File: config.mk
export PLATFORM = sky130hd
export DESIGN_NAME = up_down_sweep_ctrl
export DESIGN_NICKNAME = d
export VERILOG_FILES = /design/src/rtl/up_down_sweep_ctrl.sv
export SDC_FILE = /design/constraint.sdc
export NUM_CORES = 1
export LEC_CHECK = 0
export BUFFER_PORTS_ARGS = -buffer_cell sky130_fd_sc_hd__buf_2
export CORE_ASPECT_RATIO = 0.75
export CORE_MARGIN = 4
export CORE_UTILIZATION = 35
export DETAILED_ROUTE_END_ITERATION = 8
export SKIP_LAST_GASP = 1
export SLEW_MARGIN = 25
export SYNTH_ARGS = -nofsm -noshare
export SYNTH_HDL_FRONTEND = slang
export SYNTH_SLANG_ARGS = --single-unit
export TNS_END_PERCENT = 1
File: constraint.sdc
create_clock -name clk -period 2.9 [get_ports clk]
set_clock_uncertainty 0.15 [all_clocks]
set_input_delay 0.435 -clock clk [delete_from_list [all_inputs] [get_ports clk]]
set_output_delay 0.435 -clock clk [all_outputs]
set_load 0.03 [all_outputs]
File: src/rtl/up_down_sweep_ctrl.sv
// -----------------------------------------------------------------------------
// up_down_sweep_ctrl
//
// Sequencer for an external WIDTH-bit up/down counter. A start request clears
// the counter, then runs N sweeps of 0 -> LIMIT -> 0 before pulsing done.
// LIMIT and N are latched at start, so the inputs may change during a run.
//
// Optional feature: define UDC_DWELL_EN to insert a DWELL state between UP
// and DOWN that holds the counter at LIMIT for DWELL_CYCLES cycles.
//
// Ports
//   clk          in   rising-edge clock
//   reset        in   asynchronous active-low reset
//   start        in   start request, sampled only while idle
//   abort        in   synchronous abort, ignored while idle
//   limit_in     in   sweep top value (WIDTH bits)
//   sweeps_in    in   number of sweeps, 0 behaves as 1
//   counter_in   in   registered value from the counter datapath
//   cnt_en       out  counter advances on the next edge
//   up_down_flag out  1 = count up, 0 = count down
//   cnt_clear    out  counter goes to 0 on the next edge (overrides cnt_en)
//   busy         out  high in every state except IDLE
//   done         out  one-cycle pulse on normal completion
//   sweep_cnt    out  completed sweeps in the current run
// -----------------------------------------------------------------------------
module up_down_sweep_ctrl #(
    parameter int WIDTH        = 4,
    parameter int DWELL_CYCLES = 3
) (
    input  logic             clk,
    input  logic             reset,
    input  logic             start,
    input  logic             abort,
    input  logic [WIDTH-1:0] limit_in,
    input  logic [7:0]       sweeps_in,
    input  logic [WIDTH-1:0] counter_in,
    output logic             cnt_en,
    output logic             up_down_flag,
    output logic             cnt_clear,
    output logic             busy,
    output logic             done,
    output logic [7:0]       sweep_cnt
);

    typedef enum logic [2:0] {
        S_IDLE  = 3'd0,
        S_CLEAR = 3'd1,
        S_UP    = 3'd2,
        S_DWELL = 3'd3,
        S_DOWN  = 3'd4,
        S_DONE  = 3'd5,
        S_ABORT = 3'd6
    } state_t;

    state_t           r_state;
    state_t           w_state_nxt;
    logic [WIDTH-1:0] r_limit;
    logic [7:0]       r_sweeps;
    logic [7:0]       r_sweep_cnt;
    logic             w_latch;
    logic             w_sweep_inc;
    logic             w_at_limit;
    logic             w_at_zero;
    logic [7:0]       w_sweep_cnt_inc;

`ifdef UDC_DWELL_EN
    localparam int DW_W = (DWELL_CYCLES > 1) ? $clog2(DWELL_CYCLES) : 1;
    logic [DW_W-1:0] r_dwell;
    logic            w_dwell_last;
    assign w_dwell_last = (r_dwell == DW_W'(DWELL_CYCLES - 1));
`else
    logic w_unused_dwell;
    assign w_unused_dwell = (DWELL_CYCLES != 0);
`endif

    assign w_at_limit      = (counter_in == r_limit);
    assign w_at_zero       = (counter_in == '0);
    assign w_sweep_cnt_inc = r_sweep_cnt + 8'd1;
    assign sweep_cnt       = r_sweep_cnt;

    // Next-state and outputs. cnt_en is combinational on counter_in so the
    // counter is stopped in the very cycle it reaches LIMIT or 0.
    always_comb begin
        w_state_nxt  = r_state;
        w_latch      = 1'b0;
        w_sweep_inc  = 1'b0;
        cnt_en       = 1'b0;
        up_down_flag = 1'b1;
        cnt_clear    = 1'b0;
        busy         = 1'b1;
        done         = 1'b0;

        case (r_state)
            S_IDLE: begin
                busy = 1'b0;
                if (start) begin
                    w_latch     = 1'b1;
                    w_state_nxt = S_CLEAR;
                end
            end
            S_CLEAR: begin
                cnt_clear   = 1'b1;
                w_state_nxt = S_UP;
            end
            S_UP: begin
                cnt_en = !w_at_limit;
                if (w_at_limit) begin
`ifdef UDC_DWELL_EN
                    w_state_nxt = S_DWELL;
`else
                    w_state_nxt = S_DOWN;
`endif
                end
            end
`ifdef UDC_DWELL_EN
            S_DWELL: begin
                if (w_dwell_last) begin
                    w_state_nxt = S_DOWN;
                end
            end
`endif
            S_DOWN: begin
                up_down_flag = 1'b0;
                cnt_en       = !w_at_zero;
                if (w_at_zero) begin
                    w_sweep_inc = 1'b1;
                    w_state_nxt = (w_sweep_cnt_inc == r_sweeps) ? S_DONE : S_UP;
                end
            end
            S_DONE: begin
                done        = 1'b1;
                w_state_nxt = S_IDLE;
            end
            S_ABORT: begin
                cnt_clear   = 1'b1;
                w_state_nxt = S_IDLE;
            end
            default: begin
                w_state_nxt = S_IDLE;
            end
        endcase

        // Abort overrides every transition out of a busy state, including the
        // sweep count update of a DOWN cycle that reaches 0.
        if (r_state != S_IDLE && abort) begin
            w_state_nxt = S_ABORT;
            w_sweep_inc = 1'b0;
        end
    end

    always_ff @(posedge clk or negedge reset) begin
        if (!reset) begin
            r_state     <= S_IDLE;
            r_limit     <= '0;
            r_sweeps    <= 8'd1;
            r_sweep_cnt <= 8'd0;
        end else begin
            r_state <= w_state_nxt;
            if (w_latch) begin
                r_limit     <= limit_in;
                r_sweeps    <= (sweeps_in == 8'd0) ? 8'd1 : sweeps_in;
                r_sweep_cnt <= 8'd0;
            end else if (w_sweep_inc) begin
                r_sweep_cnt <= w_sweep_cnt_inc;
            end
        end
    end

`ifdef UDC_DWELL_EN
    // Cycle counter inside DWELL; restarts whenever DWELL is not occupied.
    always_ff @(posedge clk or negedge reset) begin
        if (!reset) begin
            r_dwell <= '0;
        end else if (r_state == S_DWELL && w_state_nxt == S_DWELL) begin
            r_dwell <= r_dwell + 1'b1;
        end else begin
            r_dwell <= '0;
        end
    end
`endif

endmodule
Word level (Yosys, flattened, before mapping)
Index checks and enable logic that the tools add are counted.
- $add $sub $neg: 1
- eq/ne operators: 10
- muxes and demuxes: 19
- reduce and logical (&&, ||, !) cells: 10
- operators with widths (operator ; count):
    8-bit two-way mux ; 3
    3-bit two-way mux ; 5
    3-bit one-hot mux with 4 select lines ; 1
    3-bit equality test, second input constant ; 3
    1-bit two-way mux ; 9
    3-bit inequality test, second input constant ; 3
    8-bit by 1-bit adder with 8-bit output, second input constant ; 1
    8-bit equality test ; 1
    8-bit logical NOT ; 1
    4-bit equality test ; 1
    4-bit logical NOT ; 1
    3-bit by 1-bit equality test with 1-bit output, second input constant ; 1
    3-bit by 2-bit equality test with 1-bit output, second input constant ; 1
    3-bit logical NOT ; 1
    3-bit AND reduction ; 1
    3-bit nonzero test ; 1
    1-bit logical NOT ; 2
    1-bit one-hot mux with 2 select lines ; 1
    2-bit nonzero test ; 1
    2-bit OR reduction ; 1
    1-bit logical AND ; 1
- register bits after elaboration: 23
- output and inout port bits: 13

Depth between registers and ports, before layout
- word-level depth: 6
- mapped depth: 8

Least setup slack after synthesis
No wires, ideal clock.
- path kind: flip-flop to flip-flop
- start point: register r_state[0]
- end point: register r_sweep_cnt[7] (netlist: sweep_cnt[7])
- library setup time: 0.104 ns
- arrival time: 1.830 ns
- data required time: 2.646 ns
- slack: 0.817 ns
- cell stages (with the launch flop): 7
- period minus slack after synthesis: 2.083 ns
- cells stage by stage: dfrtp_1 > buf_6 > or3b_1 > buf_2 > or3_4 > buf_6 > o41ai_2
- longest elaborated chain between the ends: 4
- ends and longest elaborated chain (item ; RTL line ; RTL):
    from (decl) ; 55 ; state_t r_state;
    from (signal assigned) ; 158 ; r_state <= w_state_nxt;
    3-bit equality test or 3-bit nonzero test (tied branches) ; 93, 145 ;
    1-bit two-way mux or 1-bit logical AND (tied branches) ; 93, 145 ;
    1-bit two-way mux ; 145 ; if (r_state != S_IDLE && abort) begin
    2-bit nonzero test (no line) ; -- ;
    to (signal assigned) ; 164 ; r_sweep_cnt <= w_sweep_cnt_inc;
    to (decl) ; 59 ; logic [7:0] r_sweep_cnt;
Several ways; a longest one is shown, not always the timed one.
A chain may end at the register's enable or synchronous reset.

Final worst setup path
- start point: register r_limit[3]
- end point: output cnt_en
- longest elaborated chain between the ends: 3
- ends and longest elaborated chain (item ; RTL line ; RTL):
    from (decl) ; 57 ; logic [WIDTH-1:0] r_limit;
    from (signal assigned) ; 160 ; r_limit <= limit_in;
    4-bit equality test ; 76 ; assign w_at_limit = (counter_in == r_limit);
    1-bit logical NOT ; 106 ; cnt_en = !w_at_limit;
    1-bit one-hot mux with 2 select lines ; 93 ; case (r_state)
    to (decl) ; 37 ; output logic cnt_en,
Every way passes these cells.

==> metrics.md <==
| Metric | Value |
|---|---|
| Vias | 1,153 |
| Synth Flop Type | dfrtp_1 |
| Final setup violation count | 0 |
| Area Overhead vs Synth | 17.7% |
| CTS tree | built |
| Mapped Nets | 172 |
| DRC viols | 0 |
| Routed len/inst | 12.9 um |
| Place WS | 0.652 ns |
| Status | finished clean |
| Setup bufs post-CTS | 0 |
| Clk pwr share | 0.162 |
| Vias in the first global route | 1,065 |
| Worst setup EP type | output port |
| Via density | 4.95 |
| Critical path class | reg2out |
| Final WL | 3000 um |
| Clock-pin slew on the worst setup and hold paths | 0.08 ns |
| Max Root-Sink Buffers | 2 |
| Chip height | 61.4 um |
| Fmax | 436 MHz |
| Core Box Area | 3660 um2 |
| Net Switching | 0.508 mW |
| Clock Tree Root | clkbuf_8 |
| Max Cap Viol | 0 |
| H-tree depth | 1 |
| #FFs+latches synth | 23 |
| Worst slew pin tran | 0.545 ns |
| Syn_area_per_cell | 8.82 um2 |
| Startpoint Class | flip-flop |
| Antenna viol nets, final | 0 |
| Period utilisation layout | 0.790 |
| Most frequent cells in the layout | 41 x nand2_1, 32 x buf_2, 22 x dfrtp_1 |
| Die footprint | 4870 um2 |
| Syn. warnings | 0 |
| Setup TNS | 0 ns |
| Comb power frac | 0.403 |
| Peak supply drop | 327 uV |
| DP HPWL | 2340 um |
| Nets | 203 |
| Switch share | 0.414 |
| Die width | 79.3 um |
| TritonCTS Sinks | 23 |
| Worst EP required | 2.32 ns |
| Commonest non-fill, non-tap cell in the layout | nand2_1 |
| Area occupied by multi-input gates | 698 um2 |
| Pins over their slew limit | 0 |
| Unrepaired setup endpoints after global routing | false |
| Power Internal | 0.720 mW |
| Total power | 1.23 mW |
| Worst Hold Slack | 0.208 ns |
| First-pass GRT wire length | 5200 um |
| Largest net degree at the start of global routing | 24 |
| Post-synth ARST share | 1.00 |
| CTS Buf Count | 3 |
| Critical Path AT | 1.71 ns |
| Post-synth EDFFs | 0 |
| Placer Congestion | 0.829 |
| Initial DRC Count | 82 |
| Fin area | 1570 um2 |
| Yosys cell types | 36 |
| Worst setup margin | 0.608 ns |
| Fraction of layout cells with a size suffix above 1 | 0.221 |
| Antenna violations before repair | 0 |
| Worst hold path type | in2reg |
| Standard-cell rows | 19 |
| Fill cells | 377 |
| Diode count | 0 |
| Slew HR | 0.633 |
| # IOs | 33 |
| Syn Inst Count | 151 |
| I/O Buffers | 32 |
| Hold Fails Final Rpt | 0 |
| DR pass1 iterations | 4 |
| Clock latency at the later pin of the worst-skew pair | 0.26 ns |
| Initial core utilization | 0.364 |
| P per Cell Area | 783 nW/um2 |
| Post-route minimum period | 2.29 ns |
| Sequential area share after synthesis | 0.433 |
| Sequential cell fraction of total power | 0.434 |
| Register area | 577 um2 |
| Placed inst area | 1510 um2 |
| Post-Syn Area | 1330 um2 |
| Gr ovfl total | 0 |
| Worst Path Max Fanout | 3 |
| Static leakage | 0.803 nW |
| GRT Total Usage | 0.139 |
[cells in the mapped netlist, types with 2 or more instances]
master / n / area (um2)
a31oi_1: 2 / 12.5
xnor2_1: 5 / 43.8
o31ai_1: 4 / 30.0
clkbuf_1: 3 / 11.3
nor2_1: 7 / 26.3
and3_1: 3 / 18.8
nand2_1: 41 / 154
nor4_1: 3 / 18.8
dfrtp_1: 22 / 551
and2_1: 3 / 18.8
nor3_1: 2 / 10.0
nand3_1: 7 / 35.0
inv_1: 3 / 11.3
xor2_1: 11 / 96.3
nand4_1: 2 / 12.5
a21oi_1: 2 / 10.0
o21ai_0: 11 / 55.1
buf_6: 2 / 22.5
[worst max-delay path, stage by stage (launching register included)]
cell	delay (ns)
dfrtp_1	0.39
xor2_1	0.14
nor4_1	0.52
o31a_1	0.18
nor2_1	0.04
buf_2	0.18
[final timing paths]
check / from / end / slack [ns] / cells past startpoint
max in group asynchronous: reset / r_sweeps[0]$_DFFE_PN1P_ / 1.73 / 2
min in group asynchronous: reset / sweep_cnt[4]$_DFFE_PN0P_ / 0.51 / 2
hold reg to reg: r_sweeps[0]$_DFFE_PN1P_ / r_sweeps[0]$_DFFE_PN1P_ / 0.35 / 2
setup reg to reg: sweep_cnt[0]$_DFFE_PN0P_ / r_state[1]$_DFFE_PN0P_ / 0.73 / 6
hold / removal: limit_in[2] / r_limit[2]$_DFFE_PN0P_ / 0.21 / 3
setup / recovery: r_limit[3]$_DFFE_PN0P_ / cnt_en / 0.61 / 5
[power by group through the flow]
| stage | logic, mW | clock network [mW] | registers, mW |
|---|---|---|---|
| 3_3_place_gp | 0.484 | 0 | 0.534 |
| 3_5_place_dp | 0.500 | 0 | 0.537 |
| 2_1_floorplan | 0.416 | 0 | 0.501 |
| 4_1_cts | 0.502 | 0.204 | 0.532 |
| 6_report | 0.495 | 0.199 | 0.533 |
| 5_1_grt | 0.561 | 0.220 | 0.549 |
[layer usage]
layer	global-route usage	wire, um	up-vias
met5	0	0	-
met4	0.0245	8	0
met3	0.0380	199	2
met2	0.200	1220	33
met1	0.211	1570	539
li1	-	-	579
[flip-flops by register name (all words and copies together) (netlist names)]
register / flops
r_limit: 4
sweep_cnt: 8
r_sweeps: 8
r_state: 3
[area by class of cell]
type / instances / share of cell area
clock buffer: 3 / 0.0263
clock inverter: 1 / 0.00319
timing repair buffer: 33 / 0.109
tap: 52 / 0.0415
inverter: 3 / 0.00718
multi-input combinational: 118 / 0.445
sequential: 23 / 0.368
[cell families (layout without fill, tap and decap cells)]
kind of cell    after synthesis  after routing  share of synthesized area
fa+ha+maj                     1              1                    0.00939
buf+inv                      10             40                     0.0432
mux                           1              1                    0.00751
compound gates               25             25                      0.124
simple gates                 74             74                      0.260
flops                        23             23                      0.433
xor+xnor                     17             17                      0.123
[per-stage QoR]
stage / instances / util
4_1_cts: 233 / 0.428
3_5_place_dp: 228 / 0.413
3_3_place_gp: 228 / 0.413
2_1_floorplan: 151 / -
6_report: 233 / 0.428
5_1_grt: 233 / 0.428
[timing repair]
item | 4_1_cts | 5_1_grt
hold buffers | 1 | 0
gates resized for setup | 0 | 0
endpoints found under the hold margin | 1 | 0
Power figures use the tool's default switching activity.
